<file path="src/rtl/hyperbus_rwds_delay_trainer.sv">
// RWDS receive delay-line calibration: sweeps all 8 taps with pattern reads and
// programs the delay line to the centre of the longest passing window.
module hyperbus_rwds_delay_trainer #(
  parameter int unsigned SETTLE_CYCLES  = 4,
  parameter int unsigned TIMEOUT_CYCLES = 256,
  parameter int unsigned DEFAULT_TAP    = 4
) (
  input  logic       clk_i,
  input  logic       rst_ni,
  input  logic       start_i,
  output logic       busy_o,
  output logic       test_req_o,
  output logic [2:0] test_tap_o,
  input  logic       test_done_i,
  input  logic       test_pass_i,
  output logic [7:0] delay_sel_o,
  output logic [2:0] tap_o,
  output logic       done_o,
  output logic       error_o
);

  localparam int unsigned TAPW = 3;
  localparam int unsigned SELW = 8;
  localparam int unsigned LENW = 4;
  localparam int unsigned SCW  = 8;
  localparam int unsigned TCW  = 16;

  localparam logic [TAPW-1:0] LAST_TAP = TAPW'(7);
  localparam logic [TAPW-1:0] DEF_TAP  = TAPW'(DEFAULT_TAP);
  localparam logic [SCW-1:0]  SETTLE_LAST  = SCW'(SETTLE_CYCLES - 1);
  localparam logic [TCW-1:0]  TIMEOUT_LAST = TCW'(TIMEOUT_CYCLES - 1);

  // One-hot select for taps 0..6; the last tap is the all-zero (minimum) code.
  function automatic logic [SELW-1:0] tap_code(input logic [TAPW-1:0] k);
    tap_code = (k == LAST_TAP) ? '0 : (SELW'(1) << k);
  endfunction

  localparam logic [SELW-1:0] DEF_SEL = tap_code(DEF_TAP);

  typedef enum logic [2:0] {
    IDLE,
    APPLY,
    SETTLE,
    TEST,
    EVAL,
    FINISH
  } state_t;

  state_t          state_q, state_d;
  logic [TAPW-1:0] cur_tap_q, cur_tap_d;
  logic [SCW-1:0]  settle_cnt_q, settle_cnt_d;
  logic [TCW-1:0]  tmo_cnt_q, tmo_cnt_d;
  logic            pass_q, pass_d;
  logic [LENW-1:0] run_len_q, run_len_d;
  logic [TAPW-1:0] run_start_q, run_start_d;
  logic [LENW-1:0] best_len_q, best_len_d;
  logic [TAPW-1:0] best_start_q, best_start_d;
  logic            busy_d, test_req_d, done_d, error_d;
  logic [TAPW-1:0] test_tap_d, tap_d;
  logic [SELW-1:0] sel_d;

  logic [LENW-1:0] run_len_nxt;
  logic [TAPW-1:0] run_start_nxt;
  logic [TAPW-1:0] centre_tap;

  // Run bookkeeping for the tap just evaluated.
  always_comb begin
    run_len_nxt   = pass_q ? LENW'(run_len_q + LENW'(1)) : '0;
    run_start_nxt = (pass_q && (run_len_q == '0)) ? cur_tap_q : run_start_q;
    centre_tap    = TAPW'(best_start_q + TAPW'((best_len_q - LENW'(1)) >> 1));
  end

  always_comb begin
    state_d      = state_q;
    cur_tap_d    = cur_tap_q;
    settle_cnt_d = settle_cnt_q;
    tmo_cnt_d    = tmo_cnt_q;
    pass_d       = pass_q;
    run_len_d    = run_len_q;
    run_start_d  = run_start_q;
    best_len_d   = best_len_q;
    best_start_d = best_start_q;
    busy_d       = busy_o;
    test_req_d   = test_req_o;
    test_tap_d   = test_tap_o;
    tap_d        = tap_o;
    sel_d        = delay_sel_o;
    error_d      = error_o;
    done_d       = 1'b0;

    case (state_q)
      IDLE: begin
        if (start_i) begin
          state_d      = APPLY;
          busy_d       = 1'b1;
          error_d      = 1'b0;
          cur_tap_d    = '0;
          run_len_d    = '0;
          run_start_d  = '0;
          best_len_d   = '0;
          best_start_d = '0;
        end
      end
      APPLY: begin
        tap_d        = cur_tap_q;
        sel_d        = tap_code(cur_tap_q);
        settle_cnt_d = '0;
        state_d      = SETTLE;
      end
      SETTLE: begin
        if (settle_cnt_q == SETTLE_LAST) begin
          state_d    = TEST;
          test_req_d = 1'b1;
          test_tap_d = cur_tap_q;
          tmo_cnt_d  = '0;
        end else begin
          settle_cnt_d = SCW'(settle_cnt_q + SCW'(1));
        end
      end
      // A completion in the expiry cycle still counts: done has priority.
      TEST: begin
        if (test_done_i) begin
          pass_d     = test_pass_i;
          test_req_d = 1'b0;
          state_d    = EVAL;
        end else if (tmo_cnt_q == TIMEOUT_LAST) begin
          pass_d     = 1'b0;
          test_req_d = 1'b0;
          state_d    = EVAL;
        end else begin
          tmo_cnt_d = TCW'(tmo_cnt_q + TCW'(1));
        end
      end
      EVAL: begin
        run_len_d   = run_len_nxt;
        run_start_d = run_start_nxt;
        if (run_len_nxt > best_len_q) begin
          best_len_d   = run_len_nxt;
          best_start_d = run_start_nxt;
        end
        if (cur_tap_q == LAST_TAP) begin
          state_d = FINISH;
        end else begin
          cur_tap_d = TAPW'(cur_tap_q + TAPW'(1));
          state_d   = APPLY;
        end
      end
      FINISH: begin
        if (best_len_q != '0) begin
          tap_d = centre_tap;
          sel_d = tap_code(centre_tap);
        end else begin
          tap_d   = DEF_TAP;
          sel_d   = DEF_SEL;
          error_d = 1'b1;
        end
        done_d  = 1'b1;
        busy_d  = 1'b0;
        state_d = IDLE;
      end
      default: state_d = IDLE;
    endcase
  end

  always_ff @(posedge clk_i or negedge rst_ni) begin
    if (!rst_ni) begin
      state_q      <= IDLE;
      cur_tap_q    <= '0;
      settle_cnt_q <= '0;
      tmo_cnt_q    <= '0;
      pass_q       <= 1'b0;
      run_len_q    <= '0;
      run_start_q  <= '0;
      best_len_q   <= '0;
      best_start_q <= '0;
      busy_o       <= 1'b0;
      test_req_o   <= 1'b0;
      test_tap_o   <= '0;
      tap_o        <= DEF_TAP;
      delay_sel_o  <= DEF_SEL;
      done_o       <= 1'b0;
      error_o      <= 1'b0;
    end else begin
      state_q      <= state_d;
      cur_tap_q    <= cur_tap_d;
      settle_cnt_q <= settle_cnt_d;
      tmo_cnt_q    <= tmo_cnt_d;
      pass_q       <= pass_d;
      run_len_q    <= run_len_d;
      run_start_q  <= run_start_d;
      best_len_q   <= best_len_d;
      best_start_q <= best_start_d;
      busy_o       <= busy_d;
      test_req_o   <= test_req_d;
      test_tap_o   <= test_tap_d;
      tap_o        <= tap_d;
      delay_sel_o  <= sel_d;
      done_o       <= done_d;
      error_o      <= error_d;
    end
  end

endmodule
</file>
<file path="config.mk">
export PLATFORM = sky130hd
export DESIGN_NAME = hyperbus_rwds_delay_trainer
export DESIGN_NICKNAME = d
export VERILOG_FILES = /design/src/rtl/hyperbus_rwds_delay_trainer.sv
export SDC_FILE = /design/constraint.sdc
export NUM_CORES = 1
export LEC_CHECK = 0
export ABC_AREA = 1
export CAP_MARGIN = 20
export CELL_PAD_IN_SITES_DETAIL_PLACEMENT = 0
export CELL_PAD_IN_SITES_GLOBAL_PLACEMENT = 1
export CORE_MARGIN = 4
export CORE_UTILIZATION = 45
export CTS_BUF_LIST = sky130_fd_sc_hd__clkbuf_8
export DETAILED_ROUTE_END_ITERATION = 8
export GPL_TIMING_DRIVEN = 1
export PLACE_DENSITY_LB_ADDON = 0.12
export SETUP_SLACK_MARGIN = 0.1
export SLEW_MARGIN = 20
export SYNTH_ARGS = -nofsm -noshare
export SYNTH_HDL_FRONTEND = slang
export SYNTH_SLANG_ARGS = --single-unit
</file>
<file path="constraint.sdc">
create_clock -name clk_i -period 4.8 [get_ports clk_i]
set_clock_uncertainty 0.1 [all_clocks]
set_input_delay 1.44 -clock clk_i [delete_from_list [all_inputs] [get_ports clk_i]]
set_output_delay 1.44 -clock clk_i [all_outputs]
set_load 0.05 [all_outputs]
</file>
==> reports/qor.csv, run 1 <==
stage,metric,value,unit
logic_synthesis,synth_cell_types,40,
logic_synthesis,syn-mean-instance-area,7.805,sq um
critical_path,r2r-start,run_len_q[0]$_DFFE_PN0P_,
route,avgViaCountPerCell,5.058,
sta,finalSetupViolations,0,
sta,fin_crit_sh,0.6693,
logic_synthesis,ys.flop_type,dfrtp_1,
sta,fin_setup_tns,0,ns
sta,worst_pin_slew,0.7553,ns
clock_network,cts-hold-fix-buffers,0,
clock_network,postCtsSetupRepairBufs,0,
clock_network,ctsLongestPathBuffers,2,
logic_synthesis,synth_edf_count,0,
sta,fin_crit,3.213,ns
global_route,grt_pass1_wl,13780,um
critical_path,path_buf_inv,1,
critical_path,regToRegEndpoint,best_len_q[3]$_DFFE_PN0P_,
finish,layout_common_cells,"nand2_1, dfrtp_1, inv_1",
sta,rsz0062_at_grt,no,
pwr,power.leakage,1.921,nW
finish,antenna_cells,0,
clock_network,cts_resized,0,
die,die_h,97.91,um
route,vias,3035,
logic_synthesis,ys_ff_latch,62,
die,die_w,97.91,um
sta,finalMaxSlewViolations,0,
clock_network,root_buffer,clkbuf_8,
critical_path,cp_slowest_cell,clkdlybuf4s50_1,
logic_synthesis,syn-cell-area,3637,sq um
die,ios,23,
global_route,grt_max_degree,34,
finish,final_cell_count_no_fill,600,
clock_network,clk_latency,0.34,ns
placed_design,gp_congestion,0.8175,
die,initial_core_util,0.4659,
finish,area.growth.synth_to_final,13.73,%
critical_path,path_cells,clkdlybuf4s50_1,
critical_path,arrival,1.67,ns
route,drc,0,
logic_synthesis,postSynth.asyncResetShare,1.000,
min_path,hold_start,busy_o$_DFFE_PN0P_,
clock_network,ctsHtreeMaxLevel,3,
global_route,antenna_found_initial,0,
critical_path,max_stage_delay,0.79,ns
critical_path,reg2reg_depth,11,
route,drt_iter0_drc,65,
finish,fillers,778,
sta,hold_viol,0,
run,drv_cap,0,
finish,multi_input_area,1837,sq um
logic_synthesis,syn-instance-count,466,
logic_synthesis,syn_nets,488,
finish,register_area,1554,sq um
finish,final_nets,515,
die,core,7807,sq um
pwr,vdd_drop_max,291.0,uV
finish,layout.cells.most_common,nand2_1,
placed_design,io_buffer_count,21,
critical_path,crit_family,buffers and inverters,
pwr,power.total,2.205,mW
critical_path,path_depth,1,
clock_network,cts_tree,built,
clock_network,clkSlewWorstSetupHoldPaths,0.07,ns
clock_network,cts_sinks,62,
global_route,grt_overflow_total,0,
critical_path,path_class,register to primary output,
logic_synthesis,yosysSeqAreaShare,0.4272,
die,rows,32,
critical_path,rrSetupSlack,2.53,ns
placed_design,place_inst,584,
critical_path,start_kind,register,
global_route,grt_pass1_vias,2899,
sta,max_slew_margin,0.4965,
clock_network,cts_buffers,9,
placed_design,hpwlAfterDp,5939,um
global_route,track_usage,0.1777,
finish,utilization,0.5298,
status,status,"finished, final reports clean",
min_path,hold_class,register to register,
pwr,p_per_area,533.1,nW/um^2
critical_path,required,3.26,ns
route,drt_wl_total,7932,um
min_path,hold_end,busy_o$_DFFE_PN0P_,
sta,hold_ws,0.3884,ns
min_path,hold_depth,2,
route,drtAntennaViolNets,0,
finish,layout-drive-gt1-share,0.09036,
route,dr.pass1.iters,4,
critical_path,cp-end-kind,primary output,
sta,fmax,311.3,MHz
logic_synthesis,yosys_warnings,0,
route,wl_per_cell,13.22,um
critical_path,critPathMaxFanout,2,
die,die_area,9585,sq um
## per-layer routing
metal	share of wire	track usage
met5	0	0
met4	0.017	0.07774
met3	0.029	0.02857
met2	0.49	0.2864
met1	0.47	0.2365
## synthesized netlist by cell type, types with 3 or more instances
cell type  count  area (sq um)
o21bai_1       6         45.04
nand3_1       40         200.2
o21ai_1        5         25.02
a21oi_1       13         65.06
or2_2          3         18.77
nor2_4         3         33.78
o22ai_1        3         18.77
nand2_1      130         488.0
o21ai_2        8         70.07
o211ai_1       3         22.52
nor3_1         7         35.03
o21ai_0       18         90.09
xnor2_1        4         35.03
inv_1         48         180.2
nand4_1        8         50.05
nand2_2        4         25.02
ha_1          16         200.2
xor2_1         8         70.07
nor2_1        48         180.2
dfrtp_1       60          1501
inv_2          4         15.01
## final cells by class
type | instances | share of cell area
repair buffers | 22 | 0.05142
clock inverters | 5 | 0.01240
well taps | 102 | 0.03085
flip-flops and latches | 62 | 0.3757
inverters | 54 | 0.04900
multi-input cells | 344 | 0.4440
clock buffers | 11 | 0.03660
## through the flow
| step | setup WS (ns) | instance area [sq um] |
|---|---|---|
| 3_3_place_gp | 1.905 | 3934 |
| 4_1_cts | 1.568 | 4136 |
| 3_5_place_dp | 1.913 | 3934 |
| 5_1_grt | 1.544 | 4136 |
| 2_1_floorplan | 2.596 | 3637 |
| 6_report | 1.587 | 4136 |
## worst max-delay path by stage
stage / from / to / slack (ns)
after floorplan: tap_o[2]$_DFFE_PN1P_ / tap_o[2] / 2.60
after global placement: start_i / run_len_q[0]$_DFFE_PN0P_ / 1.90
after detailed placement: start_i / run_len_q[0]$_DFFE_PN0P_ / 1.91
after CTS: tap_o[2]$_DFFE_PN1P_ / tap_o[2] / 1.57
after global routing: delay_sel_o[4]$_DFFE_PN1P_ / delay_sel_o[4] / 1.54
final: tap_o[2]$_DFFE_PN1P_ / tap_o[2] / 1.59
## power by group
group | switching [mW] | internal (mW)
Clock | 0.207 | 0.265
Combinational | 0.684 | 0.296
Sequential | 0.0987 | 0.656
## cells by family after synthesis
group / after synthesis / share of synthesized area
simple gates: 252 / 0.3086
xor+xnor: 12 / 0.02890
compound gates: 62 / 0.1060
flops: 62 / 0.4272
fa+ha+maj: 17 / 0.06054
other cells: 1 / 0.001031
buf+inv: 60 / 0.06777
## state kept, by name, indices dropped and copies added (netlist names), 4 cells and up
signal,count
best_len_q,4
delay_sel_o,7
run_len_q,4
settle_cnt_q,8
tmo_cnt_q,16
Power figures use the tool's default switching activity.
==> run 2: changes to the inputs <==
--- a/config.mk
+++ b/config.mk
@@ -10,7 +10,7 @@
 export CELL_PAD_IN_SITES_DETAIL_PLACEMENT = 0
 export CELL_PAD_IN_SITES_GLOBAL_PLACEMENT = 1
 export CORE_MARGIN = 4
-export CORE_UTILIZATION = 45
+export CORE_UTILIZATION = 41
 export CTS_BUF_LIST = sky130_fd_sc_hd__clkbuf_8
 export DETAILED_ROUTE_END_ITERATION = 8
 export GPL_TIMING_DRIVEN = 1
==> constraint.sdc (replaced) <==
create_clock -name clk_i -period 2.7 [get_ports clk_i]
set_clock_uncertainty 0.1 [all_clocks]
set_input_delay 0.81 -clock clk_i [delete_from_list [all_inputs] [get_ports clk_i]]
set_output_delay 0.81 -clock clk_i [all_outputs]
set_load 0.05 [all_outputs]
==> run 2 against run 1 <==
- global-route usage is 1.0 points lower
- worst hold slack worse by 0.011 ns
- final area hardly changed
- critical path type unchanged
- total power is 75% higher
- largest power group unchanged
- routed wire length is 0.52% lower
- sequential share of layout area hardly changed
- cell count is 1.2% higher
- largest cell class unchanged
- first-iteration DRC count is 57% higher
- sequential power is 79% higher
- via count is 0.46% lower
- die area is 8.9% higher
==> reports/qor.csv, run 2 (synthesis results as in run 1) <==
stage,metric,value,unit
sta,max_slew_margin,0.6650,
sta,fin_setup_tns,0,ns
die,die_w,102.2,um
clock_network,cts-hold-fix-buffers,0,
critical_path,cp_slowest_cell,clkdlybuf4s50_1,
clock_network,cts_tree,built,
clock_network,cts_sinks,62,
critical_path,critPathMaxFanout,2,
global_route,grt_pass1_wl,13720,um
die,core,8678,sq um
placed_design,hpwlAfterDp,5919,um
critical_path,cp-end-kind,primary output,
route,drt_iter0_drc,102,
clock_network,cts_buffers,9,
route,dr.pass1.iters,4,
critical_path,required,1.79,ns
sta,fin_crit_sh,0.9030,
clock_network,clkSlewWorstSetupHoldPaths,0.07,ns
sta,rsz0062_at_grt,no,
route,drt_wl_total,7891,um
placed_design,io_buffer_count,21,
die,ios,23,
finish,final_nets,516,
die,rows,34,
finish,largest_register_ffs,16,
global_route,track_usage,0.1674,
critical_path,start_kind,register,
sta,fin_crit,2.438,ns
global_route,grt_max_degree,63,
sta,finalSetupViolations,0,
placed_design,place_inst,591,
clock_network,clk_latency,0.35,ns
min_path,hold_class,primary input to asynchronous set/reset pin,
critical_path,path_class,register to primary output,
finish,stdcell_area,4138,sq um
run,drv_cap,0,
die,die_h,102.2,um
route,drc,0,
placed_design,placed_cell_area,3961,sq um
sta,worst_pin_slew,0.5010,ns
finish,final_cell_count_no_fill,607,
critical_path,arrival,1.53,ns
finish,antenna_cells,0,
critical_path,path_buf_inv,1,
route,vias,3021,
clock_network,ctsHtreeMaxLevel,3,
status,status,"finished, final reports clean",
critical_path,max_stage_delay,0.81,ns
clock_network,cts_resized,1,
global_route,grt_pass1_vias,2868,
sta,fmax,410.1,MHz
global_route,grt_overflow_total,0,
global_route,antenna_found_initial,0,
finish,top_register,tmo_cnt_q,
clock_network,postCtsSetupRepairBufs,0,
die,die_area,10440,sq um
route,drtAntennaViolNets,0,
clock_network,root_buffer,clkbuf_8,
die,initial_core_util,0.4191,
critical_path,crit_family,buffers and inverters,
placed_design,gp_congestion,0.8163,
finish,area.growth.synth_to_final,13.76,%
pwr,power.leakage,1.922,nW
sta,hold_viol,0,
pwr,p_per_area,930.4,nW/um^2
critical_path,path_cells,clkdlybuf4s50_1,
finish,layout_common_cells,"nand2_1, dfrtp_1, inv_1",
finish,layout.cells.most_common,nand2_1,
route,avgViaCountPerCell,4.977,
finish,layout-drive-gt1-share,0.09419,
sta,finalMaxSlewViolations,0,
route,wl_per_cell,13.00,um
pwr,vdd_drop_max,325.4,uV
clock_network,ctsLongestPathBuffers,2,
finish,reg_top3,"tmo_cnt_q (16), settle_cnt_q (8), delay_sel_o (7)",
==> run 2: cell types whose count changed in the layout (fill, tap and decap cells not counted), sizes merged <==
cell | previous run | this run
dlygate4sd2 | 0 | 1
clkdlybuf4s50 | 20 | 18
clkbuf | 11 | 10
clkinvlp | 0 | 2
bufinv | 1 | 0
buf | 2 | 3
dlymetal6s2s | 0 | 1
==> run 2: path summary, 6_finish.rpt <==
| check | startpoint | end | slack (ns) | depth (start not counted) |
|---|---|---|---|---|
| setup / recovery | busy_o$_DFFE_PN0P_ | busy_o | 0.26 | 1 |
| hold reg to reg | test_tap_o[1]$_DFFE_PN0P_ | test_tap_o[1]$_DFFE_PN0P_ | 0.39 | 2 |
| setup reg to reg | best_len_q[0]$_DFFE_PN0P_ | delay_sel_o[4]$_DFFE_PN1P_ | 0.44 | 9 |
| min in group clk_i | test_tap_o[1]$_DFFE_PN0P_ | test_tap_o[1]$_DFFE_PN0P_ | 0.39 | 2 |
| max in group asynchronous | rst_ni | delay_sel_o[4]$_DFFE_PN1P_ | 1.82 | 2 |
| hold / removal | rst_ni | tmo_cnt_q[2]$_DFFE_PN0P_ | 0.38 | 2 |
==> run 2: where the power goes <==
group | leakage, nW | internal, mW | total, mW | switching [mW]
combinational | 1.00 | 0.531 | 1.75 | 1.22
clock | 0.0899 | 0.355 | 0.750 | 0.396
sequential | 0.831 | 1.17 | 1.35 | 0.184
==> run 2: final cells by class <==
cell class              count  area (sq um)
clock buffers              10         137.6
clock inverters             6         37.54
fillers                   898          4541
inverters                  54         202.7
multi-input cells         344          1837
flip-flops and latches     62          1554
well taps                 108         135.1
repair buffers             23         234.0
==> run 2: per-layer routing <==
| layer | wire length (um) | vias to the layer above | track usage |
|---|---|---|---|
| li1 | - | 1570 | - |
| met1 | 3802 | 1411 | 0.2227 |
| met2 | 3729 | 29 | 0.2709 |
| met3 | 225 | 11 | 0.02867 |
| met4 | 134 | 0 | 0.06862 |
| met5 | 0 | - | 0 |
==> run 2: through the flow <==
stage	utilization	hold slack, ns	total power [mW]	setup slack (ns)
after floorplan	-	0.3678	2.658	0.6111
after global placement	0.4565	0.3728	3.140	0.4493
after detailed placement	0.4565	0.3808	3.155	0.4366
after CTS	0.4765	0.3834	3.905	0.1079
after global routing	0.4768	0.4008	4.143	0.2133
final	0.4768	0.3774	3.850	0.2618
==> run 3: changes to the inputs <==
--- a/config.mk
+++ b/config.mk
@@ -6,7 +6,7 @@
 export NUM_CORES = 1
 export LEC_CHECK = 0
 export ABC_AREA = 1
-export CAP_MARGIN = 20
+export CAP_MARGIN = 10
 export CELL_PAD_IN_SITES_DETAIL_PLACEMENT = 0
 export CELL_PAD_IN_SITES_GLOBAL_PLACEMENT = 1
 export CORE_MARGIN = 4
==> results of run 3 <==
The final DEF is identical to that of run 2; final timing and power are the same.
